===== config.mk =====
export PLATFORM = sky130hd
export DESIGN_NAME = reorder_ctrl
export DESIGN_NICKNAME = d
export VERILOG_FILES = /design/src/rtl/reorder_ctrl.sv
export SDC_FILE = /design/constraint.sdc
export NUM_CORES = 1
export LEC_CHECK = 0
export CORE_AREA = 2 2 169 171
export DETAILED_ROUTE_END_ITERATION = 8
export DIE_AREA = 0 0 171 173
export PLACE_DENSITY = 0.72
export REMOVE_ABC_BUFFERS = 1
export SYNTH_ARGS = -nofsm -noshare
export SYNTH_HDL_FRONTEND = slang
export SYNTH_SLANG_ARGS = --single-unit

===== constraint.sdc =====
create_clock -name clk -period 5.1 [get_ports clk]
set_input_delay 1.02 -clock clk [delete_from_list [all_inputs] [get_ports clk]]
set_output_delay 1.02 -clock clk [all_outputs]
set_load 0.02 [all_outputs]

===== src/rtl/reorder_ctrl.sv =====
`default_nettype none
// ============================================================================
// Module      : reorder_ctrl
// Description : Address/bank controller for the two-bank output reorder buffer
//               of a 128-point SDF FFT. Writes bit-reversed samples at
//               bitrev(index) in the active bank, then sweeps the read select
//               in natural order over each completed bank (ping-pong).
// Revision    : 1.0 - initial release
// ============================================================================
module reorder_ctrl #(
  parameter int LOG_L_FFT = 7,
  parameter int N_REG     = 128,
  parameter int B_RE      = 41
) (
  input  logic                   clk,
  input  logic                   rst,
  input  logic                   in_valid,
  input  logic                   in_sof,
  input  logic [2*B_RE-1:0]      in_data,
  output logic [2*B_RE-1:0]      wr_data,
  output logic [2*N_REG-1:0]     en_reg_out_bus,
  output logic [LOG_L_FFT-1:0]   sel_out,
  output logic                   sel_bank_out,
  output logic                   out_valid,
  output logic                   out_sof,
  output logic                   out_last
);

  localparam logic [LOG_L_FFT-1:0] c_LAST = {LOG_L_FFT{1'b1}};
  localparam logic [2*N_REG-1:0]   c_ONE  = {{(2*N_REG-1){1'b0}}, 1'b1};

  typedef enum logic [0:0] {
    S_IDLE  = 1'b0,
    S_DRAIN = 1'b1
  } state_t;

  // Write-side state
  logic [LOG_L_FFT-1:0] wr_cnt_q,  wr_cnt_d;
  logic                 wr_bank_q, wr_bank_d;
  logic [2*B_RE-1:0]    wr_data_q, wr_data_d;
  logic [2*N_REG-1:0]   en_q,      en_d;
  logic [1:0]           full_q,    full_d;

  // Read-side state
  state_t               state_q,   state_d;
  logic [LOG_L_FFT-1:0] rd_cnt_q,  rd_cnt_d;
  logic                 rd_bank_q, rd_bank_d;
  logic                 out_valid_q, out_valid_d;
  logic                 out_sof_q,   out_sof_d;
  logic                 out_last_q,  out_last_d;

  logic [LOG_L_FFT-1:0] w_k;
  logic [LOG_L_FFT-1:0] w_rev;
  logic [LOG_L_FFT:0]   w_en_idx;
  logic                 w_wr_done;
  logic                 w_rd_done;

  // Write address: index within frame, its bit reversal and the one-hot enable.
  // Bank0 occupies the upper half of the enable bus, hence the inverted bank bit as MSB.
  always_comb begin
    w_k = in_sof ? '0 : wr_cnt_q;
    for (int i = 0; i < LOG_L_FFT; i++) begin
      w_rev[i] = w_k[LOG_L_FFT-1-i];
    end
    w_en_idx  = {~wr_bank_q, w_rev};
    w_wr_done = in_valid && (w_k == c_LAST);

    wr_cnt_d  = in_valid ? (w_k + 1'b1) : wr_cnt_q;
    wr_bank_d = wr_bank_q ^ w_wr_done;
    wr_data_d = in_valid ? in_data : wr_data_q;
    en_d      = in_valid ? (c_ONE << w_en_idx) : '0;
  end

  // Read sequencer: pick a full bank, sweep it 0..L-1, chain straight into the other bank if ready.
  always_comb begin
    state_d   = state_q;
    rd_cnt_d  = rd_cnt_q;
    rd_bank_d = rd_bank_q;
    w_rd_done = 1'b0;
    unique case (state_q)
      S_IDLE: begin
        if (|full_q) begin
          state_d   = S_DRAIN;
          rd_cnt_d  = '0;
          rd_bank_d = (full_q[0] && full_q[1]) ? ~rd_bank_q : full_q[1];
        end
      end
      S_DRAIN: begin
        rd_cnt_d = rd_cnt_q + 1'b1;
        if (rd_cnt_q == c_LAST) begin
          w_rd_done = 1'b1;
          if (full_q[~rd_bank_q]) begin
            rd_bank_d = ~rd_bank_q;
          end else begin
            state_d  = S_IDLE;
            rd_cnt_d = rd_cnt_q;   // selects hold while idle
          end
        end
      end
      default: state_d = S_IDLE;
    endcase

    // A bank being drained cannot refill before its drain ends, so set/clear never collide.
    full_d = full_q;
    if (w_rd_done) full_d = full_d & ~(2'b01 << rd_bank_q);
    if (w_wr_done) full_d = full_d |  (2'b01 << wr_bank_q);

    out_valid_d = (state_q == S_DRAIN);
    out_sof_d   = (state_q == S_DRAIN) && (rd_cnt_q == '0);
    out_last_d  = (state_q == S_DRAIN) && (rd_cnt_q == c_LAST);
  end

  // All state registers with synchronous reset.
  always_ff @(posedge clk) begin
    if (rst) begin
      wr_cnt_q    <= '0;
      wr_bank_q   <= 1'b0;
      wr_data_q   <= '0;
      en_q        <= '0;
      full_q      <= '0;
      state_q     <= S_IDLE;
      rd_cnt_q    <= '0;
      rd_bank_q   <= 1'b0;
      out_valid_q <= 1'b0;
      out_sof_q   <= 1'b0;
      out_last_q  <= 1'b0;
    end else begin
      wr_cnt_q    <= wr_cnt_d;
      wr_bank_q   <= wr_bank_d;
      wr_data_q   <= wr_data_d;
      en_q        <= en_d;
      full_q      <= full_d;
      state_q     <= state_d;
      rd_cnt_q    <= rd_cnt_d;
      rd_bank_q   <= rd_bank_d;
      out_valid_q <= out_valid_d;
      out_sof_q   <= out_sof_d;
      out_last_q  <= out_last_d;
    end
  end

  assign wr_data        = wr_data_q;
  assign en_reg_out_bus = en_q;
  assign sel_out        = rd_cnt_q;
  assign sel_bank_out   = rd_bank_q;
  assign out_valid      = out_valid_q;
  assign out_sof        = out_sof_q;
  assign out_last       = out_last_q;

endmodule
`default_nettype wire


Word-level counts from Yosys, hierarchy flattened
Cells that the tools add are included.
- bits in registers: 360
- latch bits: 0
- bits in writable memories: 0
- memory bits (read-only): 0
- input bits: 86
- output and inout port bits: 349
- logic and storage cells: 60
- memories kept: 0
- add/subtract/negate cells: 2
- $mul: 0
- divide/modulo/power cells: 0
- order comparisons: 1
- equal/unequal tests: 6
- shift operators: 3
- multiplexer cells: 20
- bitwise logic cells: 8
- reduce and logical (&&, ||, !) cells: 9
- operators with widths (operator ; count):
    << shifter 1 x 8 -> 256 bit, first input constant ; 1
    2-to-1 mux 7 bit ; 4
    adder 7 x 1 -> 7 bit, second input constant ; 2
    equality test 7 bit, second input constant ; 2
    one-hot mux 7 bit (2 select lines) ; 1
    2-to-1 mux 1 bit ; 11
    zero test 7 bit ; 1
    logical AND 1 bit ; 4
    2-to-1 mux 2 bit ; 2
    != test 2 x 1 -> 1 bit, second input constant ; 2
    inverter 1 bit ; 4
    one-hot mux 1 bit (2 select lines) ; 2
    OR reduction 2 bit ; 2
    << shifter 1 x 1 -> 2 bit, first input constant ; 2
    != test 3 x 2 -> 1 bit, second input constant ; 1
    AND reduction 3 bit ; 1
    AND 2 bit ; 1
    < comparator 1 x 2 -> 1 bit, second input constant ; 1
    != test 2 bit, second input constant ; 1
    inverter 2 bit ; 1
    OR 2 bit ; 1
    AND reduction 2 bit ; 1
    bitwise XOR 1 bit ; 1

Longest topological paths before layout
- depth in word-level cells: 6
- depth in mapped cells: 8
- gate-level depth less buffers: 7

Worst setup path after synthesis
OpenSTA, ideal clock, no wires.
- path type: input-to-reg
- from: input port in_sof
- to: register wr_cnt_q[6]
- setup time: 0.103 ns
- arrival: 2.206 ns
- required time: 4.997 ns
- setup slack: 2.790 ns
- stages on the path: 7
- buffers on the path: 1
- cell sequence: buf_2 nand2b_1 inv_1 ha_1 and3_1 a41oi_1 a2111oi_2
- word-level cells in the longest chain between the ends: 2
- ends and longest elaborated chain (element ; line ; text):
    start, declared ; 18 ; input logic in_sof,
    2-to-1 mux 7 bit ; 61 ; w_k = in_sof ? '0 : wr_cnt_q;
    adder 7 x 1 -> 7 bit ; 68 ; wr_cnt_d = in_valid ? (w_k + 1'b1) : wr_cnt_q;
    end signal, assigned ; 128 ; wr_cnt_q <= wr_cnt_d;
    end, declared ; 38 ; logic [LOG_L_FFT-1:0] wr_cnt_q, wr_cnt_d;
Every way passes these cells.
A chain may end at the register's enable or synchronous reset.

Worst setup path in the final report
- from: input port in_sof
- to: register en_q[213] (netlist: en_reg_out_bus[213])
- word-level cells in the longest chain between the ends: 2
- ends and longest elaborated chain (element ; line ; text):
    2-to-1 mux 7 bit ; 61 ;
    << shifter 1 x 8 -> 256 bit ; 71 ; en_d = in_valid ? (c_ONE << w_en_idx) : '0;
    end signal, assigned ; 131 ; en_q <= en_d;
    end, declared ; 41 ; logic [2*N_REG-1:0] en_q, en_d;
Every way passes these cells.

==> impl_metrics.json <==
{
  "cts_tree": "done",
  "crit_type": "input port to flip-flop",
  "clock_latency_ns": 0.52,
  "io_pins": 435,
  "synth.largest_area_cell": "dfxtp_1",
  "drt_pass1_iterations": 4,
  "preCtsSetupSlack_ns": 1.73,
  "antenna_found_initial": 0,
  "drt_iter0_markers": 410,
  "setup-tns-final_ns": 0,
  "wl_met2_um": 16200,
  "viasPerCell": 4.57,
  "synth_cell_types": 50,
  "wl_per_cell_um": 17.8,
  "cts.repair.resized": 0,
  "ys_warn_count": 0,
  "async_flop_share": 0,
  "worstPathRequired_ns": 5.54,
  "coreArea_sq_um": 27600,
  "wirelength_um": 32500,
  "antenna_left": 0,
  "nets": 1509,
  "slew_headroom": 0.279,
  "die_area_sq_um": 29600,
  "clkSinkCount": 360,
  "wl_met1_um": 12300,
  "drc": 0,
  "multi_input_area_sq_um": 3050,
  "insertedDiodeCount": 0,
  "initial_core_util": 0.382,
  "netlist_area_sq_um": 10600,
  "placementRows": 61,
  "htree_num_levels": 2,
  "ys.flop_type": "dfxtp_1",
  "drv_slew": 0,
  "crit_path_start_kind": "input port",
  "die_w_um": 171,
  "n_fill_cell": 2323,
  "dpl.hpwl_um": 22600,
  "grt_pass1_wl_um": 48400,
  "cts_setup_buffers": 0,
  "yosysSeqAreaShare": 0.682,
  "rsz0062_at_grt": "no",
  "end_kind": "flip-flop",
  "worstPathMaxFanout": 19,
  "grt_max_degree": 102,
  "clk_pin_slew_ns": 0.06,
  "portBuffers": 434,
  "ff_latch_area_sq_um": 7210,
  "grt-ovfl-total": 0,
  "final_util": 0.593,
  "synth_top_area_frac": 0.682,
  "drive_above_1_share": 0.0526,
  "timing.fmax_ghz": 0.342,
  "numCtsBuffers": 37,
  "fin_ws_ns": 2.18,
  "power_density_nw_per_um2": 362,
  "yosysMostFrequentCell": "dfxtp_1",
  "vias": 8332,
  "finalSetupViolCount": 0,
  "hold_viol": 0,
  "place_congestion": 0.755,
  "synthTopCellsByCount": "dfxtp_1 (360), nor2_1 (356), mux2i_1 (85)",
  "grtUsageTotal": 0.212,
  "worstPathArrival_ns": 3.36,
  "synth_seq_cells": 360,
  "cts-root-buf": "clkbuf_16",
  "die_h_um": 173,
  "grt_pass1_vias": 8310,
  "worstMarginPinSlew_ns": 1.08,
  "cts_hold_buf": 0,
  "cap_violations": 0,
  "clock-skew-final_ns": 0.0219,
  "status": "completed",
  "fin_crit_sh": 0.573,
  "syn_to_final_growth_pct": 55.0,
  "vdd_drop_max_v": 0.000234,
  "layout_min_cycle_time_ns": 2.92,
  "synth-edff-count": 0,
  "avgSynthCellArea_sq_um": 10.6,
  "synthTopCellsByArea": "dfxtp_1 (68%), nor2_1 (13%), mux2i_1 (8.1%)",
  "top_layer_used": "met4",
  "leakagePower_nw": 6.13,
  "clock_path_buffers": 3,
  "met3_wirelength_um": 2790,
  "postSynthCellCount": 998,
  "min_path_type": "flip-flop to flip-flop"
}
-- power by group --
group,switching [mW],internal (mW),total [mW]
registers,0.0227,2.85,2.88
logic,0.148,0.163,0.311
clock network,1.07,1.67,2.74
-- layout make-up --
class / instances / share of cell area
multi-input combinational: 576 / 0.186
inverter: 8 / 0.00183
sequential: 360 / 0.440
tap: 378 / 0.0289
clock inverter: 8 / 0.00833
timing repair buffer: 437 / 0.266
clock buffer: 56 / 0.0683
-- state kept, by name, summed over array words and instances, names as in the netlist --
signal	flops
en_reg_out_bus	256
wr_data	82
sel_out	7
wr_cnt_q	7
full_q	2
out_last	1
out_sof	1
out_valid	1
out_valid_d	1
sel_bank_out	1
wr_bank_q	1
-- per-stage QoR --
step           hold WS [ns]  cell area [sq um]  total power, mW  cells
3_3_place_gp          0.472              15100             3.24   1759
2_1_floorplan         0.491              10300             3.05    944
4_1_cts               0.493              16400             5.98   1823
5_1_grt               0.520              16400             6.12   1823
6_report              0.489              16400             5.92   1823
3_5_place_dp          0.479              15100             3.25   1759
-- kinds of logic after synthesis --
kind of cell / share of synthesized area
AO/OA/AOI/OAI: 0.0180
XOR/XNOR: 0.00166
adder cells (fa/ha/maj): 0.00355
buffers and inverters: 0.0297
flip-flops: 0.682
multiplexers: 0.0827
AND/OR/NAND/NOR: 0.182
-- per-layer routing --
layer / vias up / global-route usage
met5: - / 0
met4: 0 / 0.0812
met3: 77 / 0.0655
li1: 4024 / -
met1: 3870 / 0.235
met2: 361 / 0.377
-- worst paths after layout --
path                               endpoint  slack, ns  cells past startpoint                      from
max reg2reg  en_reg_out_bus[174]$_SDFF_PP0_       3.16                      4  wr_cnt_q[1]$_SDFFE_PP0P_
max          en_reg_out_bus[213]$_SDFF_PP0_       2.18                      6                    in_sof
min                wr_data[63]$_SDFFE_PP0P_       0.49                      2  wr_data[63]$_SDFFE_PP0P_
min reg2reg        wr_data[63]$_SDFFE_PP0P_       0.49                      2  wr_data[63]$_SDFFE_PP0P_
-- cells in the final DEF (no fill, tap or decap), types with 8 or more instances in the layout --
| cell | count |
|---|---|
| clkbuf_1 | 8 |
| clkbuf_16 | 38 |
| clkbuf_8 | 10 |
| clkdlybuf4s50_1 | 432 |
| dfxtp_1 | 360 |
| mux2i_1 | 85 |
| nand2_1 | 42 |
| nand3_1 | 8 |
| nor2_1 | 356 |
| nor2b_1 | 10 |
-- worst max-delay path, cell delays in order --
cell,delay [ns]
clkdlybuf4s50_1,0.75
nand2b_1,0.37
nor2_1,0.22
nand2_1,0.48
buf_4,0.40
nor2_1,0.11
(Power assumes the default switching activity.)
